## config.mk

```make
export PLATFORM = sky130hd
export DESIGN_NAME = tmds_decoder_flat
export DESIGN_NICKNAME = d
export VERILOG_FILES = /design/src/rtl/tmds_pkg.sv /design/src/rtl/tmds_decoder_if.sv /design/src/rtl/tmds_symbol_decode.sv /design/src/rtl/tmds_decoder.sv /design/src/flat_wrapper.sv
export SDC_FILE = /design/constraint.sdc
export NUM_CORES = 1
export LEC_CHECK = 0
export CORE_MARGIN = 4
export CORE_UTILIZATION = 50
export CTS_CLUSTER_DIAMETER = 150
export DETAILED_ROUTE_END_ITERATION = 6
export GPL_TIMING_DRIVEN = 0
export PLACE_DENSITY = 0.74
export SETUP_SLACK_MARGIN = 0.3
export SLEW_MARGIN = 20
export SYNTH_ARGS = -nofsm -noshare
export SYNTH_HDL_FRONTEND = slang
export SYNTH_SLANG_ARGS = --single-unit
export TNS_END_PERCENT = 30
```

## constraint.sdc

```tcl
create_clock -name clk -period 9.03 [get_ports clk]
set_clock_uncertainty 0.1 [all_clocks]
set_input_delay 1.806 -clock clk [delete_from_list [all_inputs] [get_ports clk]]
set_output_delay 1.806 -clock clk [all_outputs]
set_load 0.05 [all_outputs]
```

## src/rtl/tmds_pkg.sv

```systemverilog
// Shared TMDS constants: control tokens, TERC4 code table, alignment states and the 8b decode.
// Pure definitions; no clocked logic lives here.
package tmds_pkg;

    localparam int SYM_W = 10;

    // Index i decodes to {c1,c0} = i.
    localparam logic [SYM_W-1:0] CTRL_TOKEN [4] = '{
        10'b1101010100,
        10'b0010101011,
        10'b0101010100,
        10'b1010101011
    };

    // Index i decodes to TERC4 nibble i.
    localparam logic [SYM_W-1:0] TERC4_CODE [16] = '{
        10'b1010011100, 10'b1001100011, 10'b1011100100, 10'b1011100010,
        10'b0101110001, 10'b0100011110, 10'b0110001110, 10'b0100111100,
        10'b1011001100, 10'b0100111001, 10'b0110011100, 10'b1011000110,
        10'b1010001110, 10'b1001110001, 10'b0101100011, 10'b1011000011
    };

    typedef enum logic {SEARCH, LOCKED} tmds_align_state_t;

    typedef struct packed {
        logic       is_ctrl;
        logic [1:0] ctrl;
        logic [7:0] data;
        logic [3:0] terc4;
        logic       terc4_valid;
    } tmds_sym_t;

    // q[9] undoes the DC-balance inversion, q[8] selects XOR or XNOR chaining.
    function automatic logic [7:0] tmds_decode8(input logic [SYM_W-1:0] q);
        logic [7:0] t;
        logic [7:0] d;
        t    = q[9] ? ~q[7:0] : q[7:0];
        d    = '0;
        d[0] = t[0];
        for (int i = 1; i < 8; i++) begin
            d[i] = q[8] ? (t[i] ^ t[i-1]) : ~(t[i] ^ t[i-1]);
        end
        return d;
    endfunction

endpackage

```

## src/rtl/tmds_decoder_if.sv

```systemverilog
// Deserializer-facing word input and decoded symbol outputs of one TMDS channel.
// One word per clock, no backpressure; master drives raw words, slave returns decode.
interface tmds_decoder_if;
    logic [9:0] raw_i;
    logic       locked_o;
    logic [3:0] offset_o;
    logic       de_o;
    logic [1:0] ctrl_o;
    logic [7:0] data_o;
    logic [3:0] terc4_o;
    logic       terc4_valid_o;

    modport master (
        output raw_i,
        input  locked_o, offset_o, de_o, ctrl_o, data_o, terc4_o, terc4_valid_o
    );

    modport slave (
        input  raw_i,
        output locked_o, offset_o, de_o, ctrl_o, data_o, terc4_o, terc4_valid_o
    );
endinterface

```

## src/rtl/tmds_symbol_decode.sv

```systemverilog
// Combinational decode of one aligned 10-bit TMDS symbol into control/data/TERC4 views.
// Zero latency, no backpressure; usable for any of the three channels.
module tmds_symbol_decode
    import tmds_pkg::*;
(
    input  logic [SYM_W-1:0] sym,
    output tmds_sym_t        dec
);

    always_comb begin
        dec      = '0;
        dec.data = tmds_decode8(sym);
        for (int i = 0; i < 4; i++) begin
            if (sym == CTRL_TOKEN[i]) begin
                dec.is_ctrl = 1'b1;
                dec.ctrl    = 2'(i);
            end
        end
        for (int i = 0; i < 16; i++) begin
            if (sym == TERC4_CODE[i]) begin
                dec.terc4_valid = 1'b1;
                dec.terc4       = 4'(i);
            end
        end
    end

endmodule

```

## src/rtl/tmds_decoder.sv

```systemverilog
// TMDS channel receiver: finds the symbol boundary from control-token runs and decodes each symbol.
// Outputs registered, 1 cycle after the symbol's last bit (2 at offset 0); no backpressure.
module tmds_decoder
    import tmds_pkg::*;
#(
    parameter int LOCK_COUNT   = 16,
    parameter int SLIP_TIMEOUT = 4096,
    parameter int LOSS_TIMEOUT = 65536
) (
    input  logic           clk,
    input  logic           rst_n,
    tmds_decoder_if.slave  bus
);

    localparam int RUN_W  = $clog2(LOCK_COUNT + 1);
    localparam int TMO_W  = $clog2(SLIP_TIMEOUT + 1);
    localparam int LOSS_W = $clog2(LOSS_TIMEOUT + 1);

    logic [SYM_W-1:0]   prev_q;
    logic [2*SYM_W-1:0] cat;
    logic [SYM_W-1:0]   sym;
    tmds_sym_t          dec;

    tmds_align_state_t  state_q, state_d;
    logic [RUN_W-1:0]   run_q, run_d;
    logic [TMO_W-1:0]   tmo_q, tmo_d;
    logic [LOSS_W-1:0]  loss_q, loss_d;
    logic [3:0]         offset_q, offset_d;

    logic               de_q;
    logic [1:0]         ctrl_q;
    logic [7:0]         data_q;
    logic [3:0]         terc4_q;
    logic               terc4_valid_q;

    // Older word in the low half so bit 0 of the window is the earliest bit.
    assign cat = {bus.raw_i, prev_q};
    assign sym = SYM_W'(cat >> offset_q);

    tmds_symbol_decode u_sym_dec (
        .sym (sym),
        .dec (dec)
    );

    always_comb begin
        state_d  = state_q;
        run_d    = run_q;
        tmo_d    = tmo_q;
        loss_d   = loss_q;
        offset_d = offset_q;
        case (state_q)
            SEARCH: begin
                run_d  = dec.is_ctrl ? run_q + 1'b1 : '0;
                loss_d = '0;
                // Lock takes priority over a slip due on the same cycle.
                if (dec.is_ctrl && (run_q == RUN_W'(LOCK_COUNT - 1))) begin
                    state_d = LOCKED;
                    run_d   = '0;
                    tmo_d   = '0;
                end else if (tmo_q == TMO_W'(SLIP_TIMEOUT - 1)) begin
                    offset_d = (offset_q == 4'd9) ? 4'd0 : offset_q + 1'b1;
                    run_d    = '0;
                    tmo_d    = '0;
                end else begin
                    tmo_d = tmo_q + 1'b1;
                end
            end
            LOCKED: begin
                if (dec.is_ctrl) begin
                    loss_d = '0;
                end else if (loss_q == LOSS_W'(LOSS_TIMEOUT - 1)) begin
                    state_d = SEARCH;
                    run_d   = '0;
                    tmo_d   = '0;
                    loss_d  = '0;
                end else begin
                    loss_d = loss_q + 1'b1;
                end
            end
            default: state_d = SEARCH;
        endcase
    end

    always_ff @(posedge clk or negedge rst_n) begin
        if (!rst_n) begin
            prev_q   <= '0;
            state_q  <= SEARCH;
            run_q    <= '0;
            tmo_q    <= '0;
            loss_q   <= '0;
            offset_q <= '0;
        end else begin
            prev_q   <= bus.raw_i;
            state_q  <= state_d;
            run_q    <= run_d;
            tmo_q    <= tmo_d;
            loss_q   <= loss_d;
            offset_q <= offset_d;
        end
    end

    always_ff @(posedge clk or negedge rst_n) begin
        if (!rst_n) begin
            de_q          <= 1'b0;
            ctrl_q        <= '0;
            data_q        <= '0;
            terc4_q       <= '0;
            terc4_valid_q <= 1'b0;
        end else begin
            de_q          <= ~dec.is_ctrl;
            if (dec.is_ctrl) begin
                ctrl_q <= dec.ctrl;
            end
            data_q        <= dec.data;
            terc4_q       <= dec.terc4;
            terc4_valid_q <= dec.terc4_valid;
        end
    end

    assign bus.locked_o      = (state_q == LOCKED);
    assign bus.offset_o      = offset_q;
    assign bus.de_o          = de_q;
    assign bus.ctrl_o        = ctrl_q;
    assign bus.data_o        = data_q;
    assign bus.terc4_o       = terc4_q;
    assign bus.terc4_valid_o = terc4_valid_q;

endmodule
```

## src/flat_wrapper.sv

```systemverilog
// flat-port wrapper written by rule: the top's interface ports become plain ports
module tmds_decoder_flat import tmds_pkg::*;
#(
    parameter int LOCK_COUNT   = 16,
    parameter int SLIP_TIMEOUT = 4096,
    parameter int LOSS_TIMEOUT = 65536
)
  (clk, rst_n, bus_raw_i, bus_locked_o, bus_offset_o, bus_de_o, bus_ctrl_o, bus_data_o, bus_terc4_o, bus_terc4_valid_o);
  tmds_decoder_if bus_i ();
  input  logic clk;
  input  logic rst_n;
  input wire logic [$bits(bus_i.raw_i)-1:0] bus_raw_i;
  output wire logic [$bits(bus_i.locked_o)-1:0] bus_locked_o;
  output wire logic [$bits(bus_i.offset_o)-1:0] bus_offset_o;
  output wire logic [$bits(bus_i.de_o)-1:0] bus_de_o;
  output wire logic [$bits(bus_i.ctrl_o)-1:0] bus_ctrl_o;
  output wire logic [$bits(bus_i.data_o)-1:0] bus_data_o;
  output wire logic [$bits(bus_i.terc4_o)-1:0] bus_terc4_o;
  output wire logic [$bits(bus_i.terc4_valid_o)-1:0] bus_terc4_valid_o;
  assign bus_i.raw_i = bus_raw_i;
  assign bus_locked_o = bus_i.locked_o;
  assign bus_offset_o = bus_i.offset_o;
  assign bus_de_o = bus_i.de_o;
  assign bus_ctrl_o = bus_i.ctrl_o;
  assign bus_data_o = bus_i.data_o;
  assign bus_terc4_o = bus_i.terc4_o;
  assign bus_terc4_valid_o = bus_i.terc4_valid_o;
  tmds_decoder #(.LOCK_COUNT(LOCK_COUNT), .SLIP_TIMEOUT(SLIP_TIMEOUT), .LOSS_TIMEOUT(LOSS_TIMEOUT)) u_core (.clk(clk), .rst_n(rst_n), .bus(bus_i));
endmodule
```

## After elaboration in Yosys (flattened, before gate mapping)

Cells that the tools add are included.

| cells by class | value |
|---|---|
| bitwise operators | 18 |
| shifts and indexed selects | 1 |
| equal/unequal tests | 26 |
| reductions and logical operators | 3 |
| muxes and demuxes | 47 |
| add/subtract/negate cells | 4 |

Operators by type and width:

| cell | number |
|---|---|
| 10-bit equality test, second input constant | 11 |
| 5-bit 2-to-1 mux | 20 |
| 10-bit by 9-bit equality test with 1-bit output, second input constant | 8 |
| 13-bit 2-to-1 mux | 4 |
| 17-bit 2-to-1 mux | 2 |
| 17-bit case mux with 2 select lines | 1 |
| 13-bit case mux with 2 select lines | 1 |
| 20-bit by 4-bit >> shifter with 10-bit output | 1 |
| 17-bit by 1-bit adder with 17-bit output, second input constant | 1 |
| 17-bit by 16-bit equality test with 1-bit output, second input constant | 1 |
| 13-bit by 1-bit adder with 13-bit output, second input constant | 1 |
| 13-bit by 12-bit equality test with 1-bit output, second input constant | 1 |
| 3-bit 2-to-1 mux | 4 |
| 1-bit 2-to-1 mux | 11 |
| 10-bit by 8-bit equality test with 1-bit output, second input constant | 1 |
| 1-bit NOT | 10 |
| 5-bit case mux with 2 select lines | 1 |
| 8-bit 2-to-1 mux | 1 |
| 8-bit NOT | 1 |
| 1-bit bitwise XOR | 7 |
| 5-bit by 1-bit adder with 5-bit output, second input constant | 1 |
| 5-bit by 4-bit equality test with 1-bit output, second input constant | 1 |
| 4-bit by 1-bit adder with 4-bit output, second input constant | 1 |
| 4-bit equality test, second input constant | 1 |
| 6 further kinds | 7 |

| storage, ports and cells | value |
|---|---|
| output and inout bits | 21 |
| word-level logic and storage cells | 110 |
| bits of input ports | 12 |
| bits in registers | 66 |

## Longest topological paths before layout

| logic depth | value |
|---|---|
| depth in word-level cells | 18 |
| mapped depth | 15 |
| gate-level depth less buffers | 13 |

## Cells and area by module

From an unflattened synthesis, not the netlist that was laid out.

| second synthesis, totals | value |
|---|---|
| cell total of the unflattened synthesis | 380 |
| area total of the unflattened synthesis | 4091.4 µm² |

By module, submodules not included:

| module | cells each | seq. area each (µm²) | times used | area each (µm²) |
|---|---|---|---|---|
| tmds_decoder | 291 | 1651.6 | 1 | 3414.5 |
| tmds_symbol_decode | 89 | 0.0 | 1 | 676.9 |

## Worst setup path after synthesis

Ideal clock, no wire load.

| path | value |
|---|---|
| path kind | in2reg |
| from | input bus_raw_i[0] |
| to | register u_core.tmo_q[9] |
| setup time | 0.121 ns |
| stages | 13 |
| arrival | 4.479 ns |
| setup slack | 4.330 ns |
| cells stage by stage | mux2i_1 -> mux2_2 -> o21ai_0 -> nor2_1 -> a31oi_1 -> ha_1 -> nand4_1 -> or2_2 -> mux2i_1 -> a221oi_2 -> buf_2 -> a31o_1 -> a22o_1 |

| on the way | value |
|---|---|
| cells in the longest elaborated chain, start to end | 9 |

RTL lines:

| what | RTL line | text |
|---|---|---|
| from (decl) | flat_wrapper.sv:12 | `input wire logic [$bits(bus_i.raw_i)-1:0] bus_raw_i;` |
| 20-bit by 4-bit >> shifter with 10-bit output (*) | tmds_decoder.sv:38 | `assign sym = SYM_W'(cat >> offset_q);` |
| 10-bit equality test | tmds_symbol_decode.sv:14 | `if (sym == CTRL_TOKEN[i]) begin` |
| 3-bit 2-to-1 mux (3 in a row) | tmds_symbol_decode.sv:14 |  |
| 3-bit 2-to-1 mux (*) | tmds_symbol_decode.sv:14 |  |
| 1-bit logical AND | tmds_decoder.sv:56 | `if (dec.is_ctrl && (run_q == RUN_W'(LOCK_COUNT - 1))) begin` |
| 13-bit 2-to-1 mux | tmds_decoder.sv:56 |  |
| 13-bit case mux with 2 select lines | tmds_decoder.sv:51 | `case (state_q)` |
| to (signal assigned) | tmds_decoder.sv:96 | `tmo_q <= tmo_d;` |
| to (decl) | tmds_decoder.sv:26 | `logic [TMO_W-1:0] tmo_q, tmo_d;` |

Every way passes the cells marked *; elsewhere a longest branch is shown, timed or not.
A chain may end at the register's enable or synchronous reset.

## Worst setup path after layout

Same ends and word-level chain as after synthesis.

==> metrics.txt <==
status finished clean; Final Hold Fails 0; post-DP HPWL 6.96 mm; register area 1650 um^2; chip width 99.5 um; cell total after placement 554; area grow syn2layout 15.1%; Power, Total 0.610 mW; Static Leak 2.02 nW; IO Port Bufs 32; FF-to-FF Start u_core.bus.offset_o[0]; Clock H-tree levels 3; fill count 727; min Tclk post-route 5530 ps; DR vias 3316; Top Ports 33; RSZ-0062 raised after global routing no; antenna diode count 0; largest net degree at the start of global routing 44; final period utilization 61.2%; Ys Warns 0; Sw Share 28.6%; synthesized flop and latch total 66; Rel. slew slack 62.9%; Clk Latency, worst-skew pair 350 ps; Nets 492; CTS Buffer Depth 2; slew of the pin with the lowest slew margin 541 ps; Pre-antenna DRT Iters 4; CTS tree yes; antenna violations before repair 0; final wirelength 9.09 mm; Synth async-reset ratio 100%; Post-synth EDFFs 0; wire per inst 15.9 um; Flop pwr share 50.5%; Setup crit end u_core.tmo_q[9]; sequential element share of the synthesized area 39.4%; Tot GR Track Use 20.1%; most frequent cells in the layout dfrtp_1, nand2_1, nor2_1; remaining antenna violation count 0; Starting Density 51.2%; Primary FF master, synth dfrtp_1; Multi-input gate area 2370 um^2; Syn Inst Count 416; crit start category input pin; first-pass GRT wire length 16.0 mm; # resized after CTS 0; commonest non-fill, non-tap cell in the layout dfrtp_1; Pint 0.436 mW; Power Dens Cells 127 nW/um^2; Setup Buffers After CTS 0; Post-CTS Hold Buffers 0; Die Span Y 99.5 um; Synth Net Count 448; Sink Count 66; final-report setup violation count 0; Post-route DRC 0; CORE AREA 8180 um^2; Clk network pwr share 35.1%; CP Launch Point bus_raw_i[0]; WS Path Type in -> reg; setup slack, reg-to-reg 4740 ps; worst vdd ir 0.0000752 V; combinational power share 14.4%; clock transition at the registers of the reported paths 70 ps; final weighted congestion in routability-driven placement 0.894; TritonCTS Buffers 9; mean area per synthesized cell 10.1 um^2; worst hold slack 390 ps; post-route insts no fill 570; WP data arrival 5660 ps; row count 33; maximum capacitance violations 0; hold crit path type reg -> reg; R2R depth 14; fin. max-slew vios 0; Root Driver clkbuf_8; vias per inst 5.82; share of cells above drive strength 1 11.2%; Cell variety after synth 60; vias in the first global route 3337; reg2reg end u_core.tmo_q[9]; CP Max Fanout 10; gr ovfl total 0; setup TNS 0 ps; mapped cell area 4190 um^2; Required @ worst endpoint 9160 ps; fmax 181 MHz; Sw Pwr 0.174 mW; Critical Path End Type flop; initial detailed-routing violation count 161; Die ar. 9910 um^2
## power groups by stage
stage / clock network, mW / registers, mW / logic (mW)
after floorplan: 0 / 0.336 / 0.0308
final: 0.214 / 0.308 / 0.0880
after detailed placement: 0 / 0.314 / 0.0886
after CTS: 0.224 / 0.308 / 0.0888
after global routing: 0.234 / 0.309 / 0.0946
after global placement: 0 / 0.313 / 0.0868
## registers in the layout, indices dropped and copies added, names as in the netlist, 2 cells and up
name / count
u_core.loss_q: 17
u_core.tmo_q: 13
u_core.prev_q: 10
u_core.bus.data_o: 8
u_core.run_q: 5
u_core.bus.offset_o: 4
u_core.bus.terc4_o: 4
u_core.bus.ctrl_o: 2
## critical path, cell delays in order
cell             delay (ps)
clkdlybuf4s50_1         550
mux2i_1                 180
mux2_2                  290
o21ai_0                 390
nor2_1                   90
a31oi_1                 360
ha_1                    270
nand4_1                 160
or2_2                   310
mux2i_1                 450
a221oi_2                210
buf_2                   230
a31o_1                  190
a22o_1                  170
## cells by family (layout without fill, tap and decap cells)
kind of cell,after synthesis,in the layout,synth area share [%]
AOI/OAI and AO/OA,72,72,11.9
xor gates and xnor gates,28,28,5.85
adders and majority gates,20,20,5.97
buffers and inverters,38,87,4.00
DFF,66,66,39.4
muxes,46,46,15.5
and+or+nand+nor,146,146,17.3
## how the worst min path moves through the flow
stage                         startpoint  slack, ps  cells after the start              endpoint
finish              u_core.bus.ctrl_o[1]        390                      1  u_core.bus.ctrl_o[1]
global route            u_core.loss_q[0]        420                      1      u_core.loss_q[0]
CTS                     u_core.loss_q[0]        400                      1      u_core.loss_q[0]
detailed placement  u_core.bus.ctrl_o[0]        390                      2  u_core.bus.ctrl_o[0]
global placement    u_core.bus.ctrl_o[1]        360                      1  u_core.bus.ctrl_o[1]
floorplan               u_core.loss_q[0]        350                      1      u_core.loss_q[0]
## cell usage after synthesis (2+ instances only)
cell | number | area [um^2]
clkinv_1 | 2 | 7.51
and2_1 | 5 | 31.3
clkbuf_1 | 4 | 15.0
dfrtp_1 | 66 | 1650
ha_1 | 20 | 250
o21ai_0 | 14 | 70.1
nand3_1 | 27 | 135
mux4_2 | 14 | 315
mux2_2 | 4 | 45.0
inv_1 | 20 | 75.1
nor4_1 | 2 | 12.5
mux2_1 | 2 | 22.5
nor3b_1 | 5 | 37.5
o22ai_1 | 6 | 37.5
buf_6 | 2 | 22.5
a211oi_1 | 2 | 15.0
a221oi_1 | 2 | 17.5
xnor2_1 | 21 | 184
buf_2 | 8 | 40.0
a31oi_1 | 9 | 56.3
nor3_1 | 5 | 25.0
a22oi_1 | 2 | 15.0
a41oi_1 | 2 | 17.5
nand2b_1 | 3 | 18.8
mux2i_1 | 25 | 250
a22o_1 | 5 | 43.8
xor2_1 | 7 | 61.3
nand2_1 | 34 | 128
a21oi_1 | 11 | 55.1
and3_1 | 12 | 75.1
nor2_1 | 32 | 120
nand4_1 | 11 | 68.8
nor2b_1 | 2 | 12.5
a21o_1 | 4 | 30.0
## area by class of cell
class | instances | share of cell area (%)
repair buffers | 33 | 7.01
well taps | 105 | 2.73
plain buffers | 15 | 1.69
clock inverters | 5 | 0.649
multi-input cells | 312 | 49.2
flip-flops and latches | 66 | 34.3
clock buffers | 11 | 2.73
inverters | 23 | 1.79
## layer usage
metal	vias up	wire, um	track usage (%)
li1	1610	-	-
met1	1628	4240	27.7
met2	74	4380	32.0
met3	4	412	4.84
met4	0	57	5.25
met5	-	0	0
## per-stage QoR
step / setup slack [ps] / cell area (um^2) / utilization, %
6_report: 3500 / 4820 / 59.0
5_1_grt: 3220 / 4820 / 59.0
4_1_cts: 3520 / 4820 / 59.0
3_5_place_dp: 3160 / 4660 / 57.0
3_3_place_gp: 3190 / 4640 / 56.8
2_1_floorplan: 4330 / 4190 / -
No activity file was read; power rests on OpenSTA's default activity.
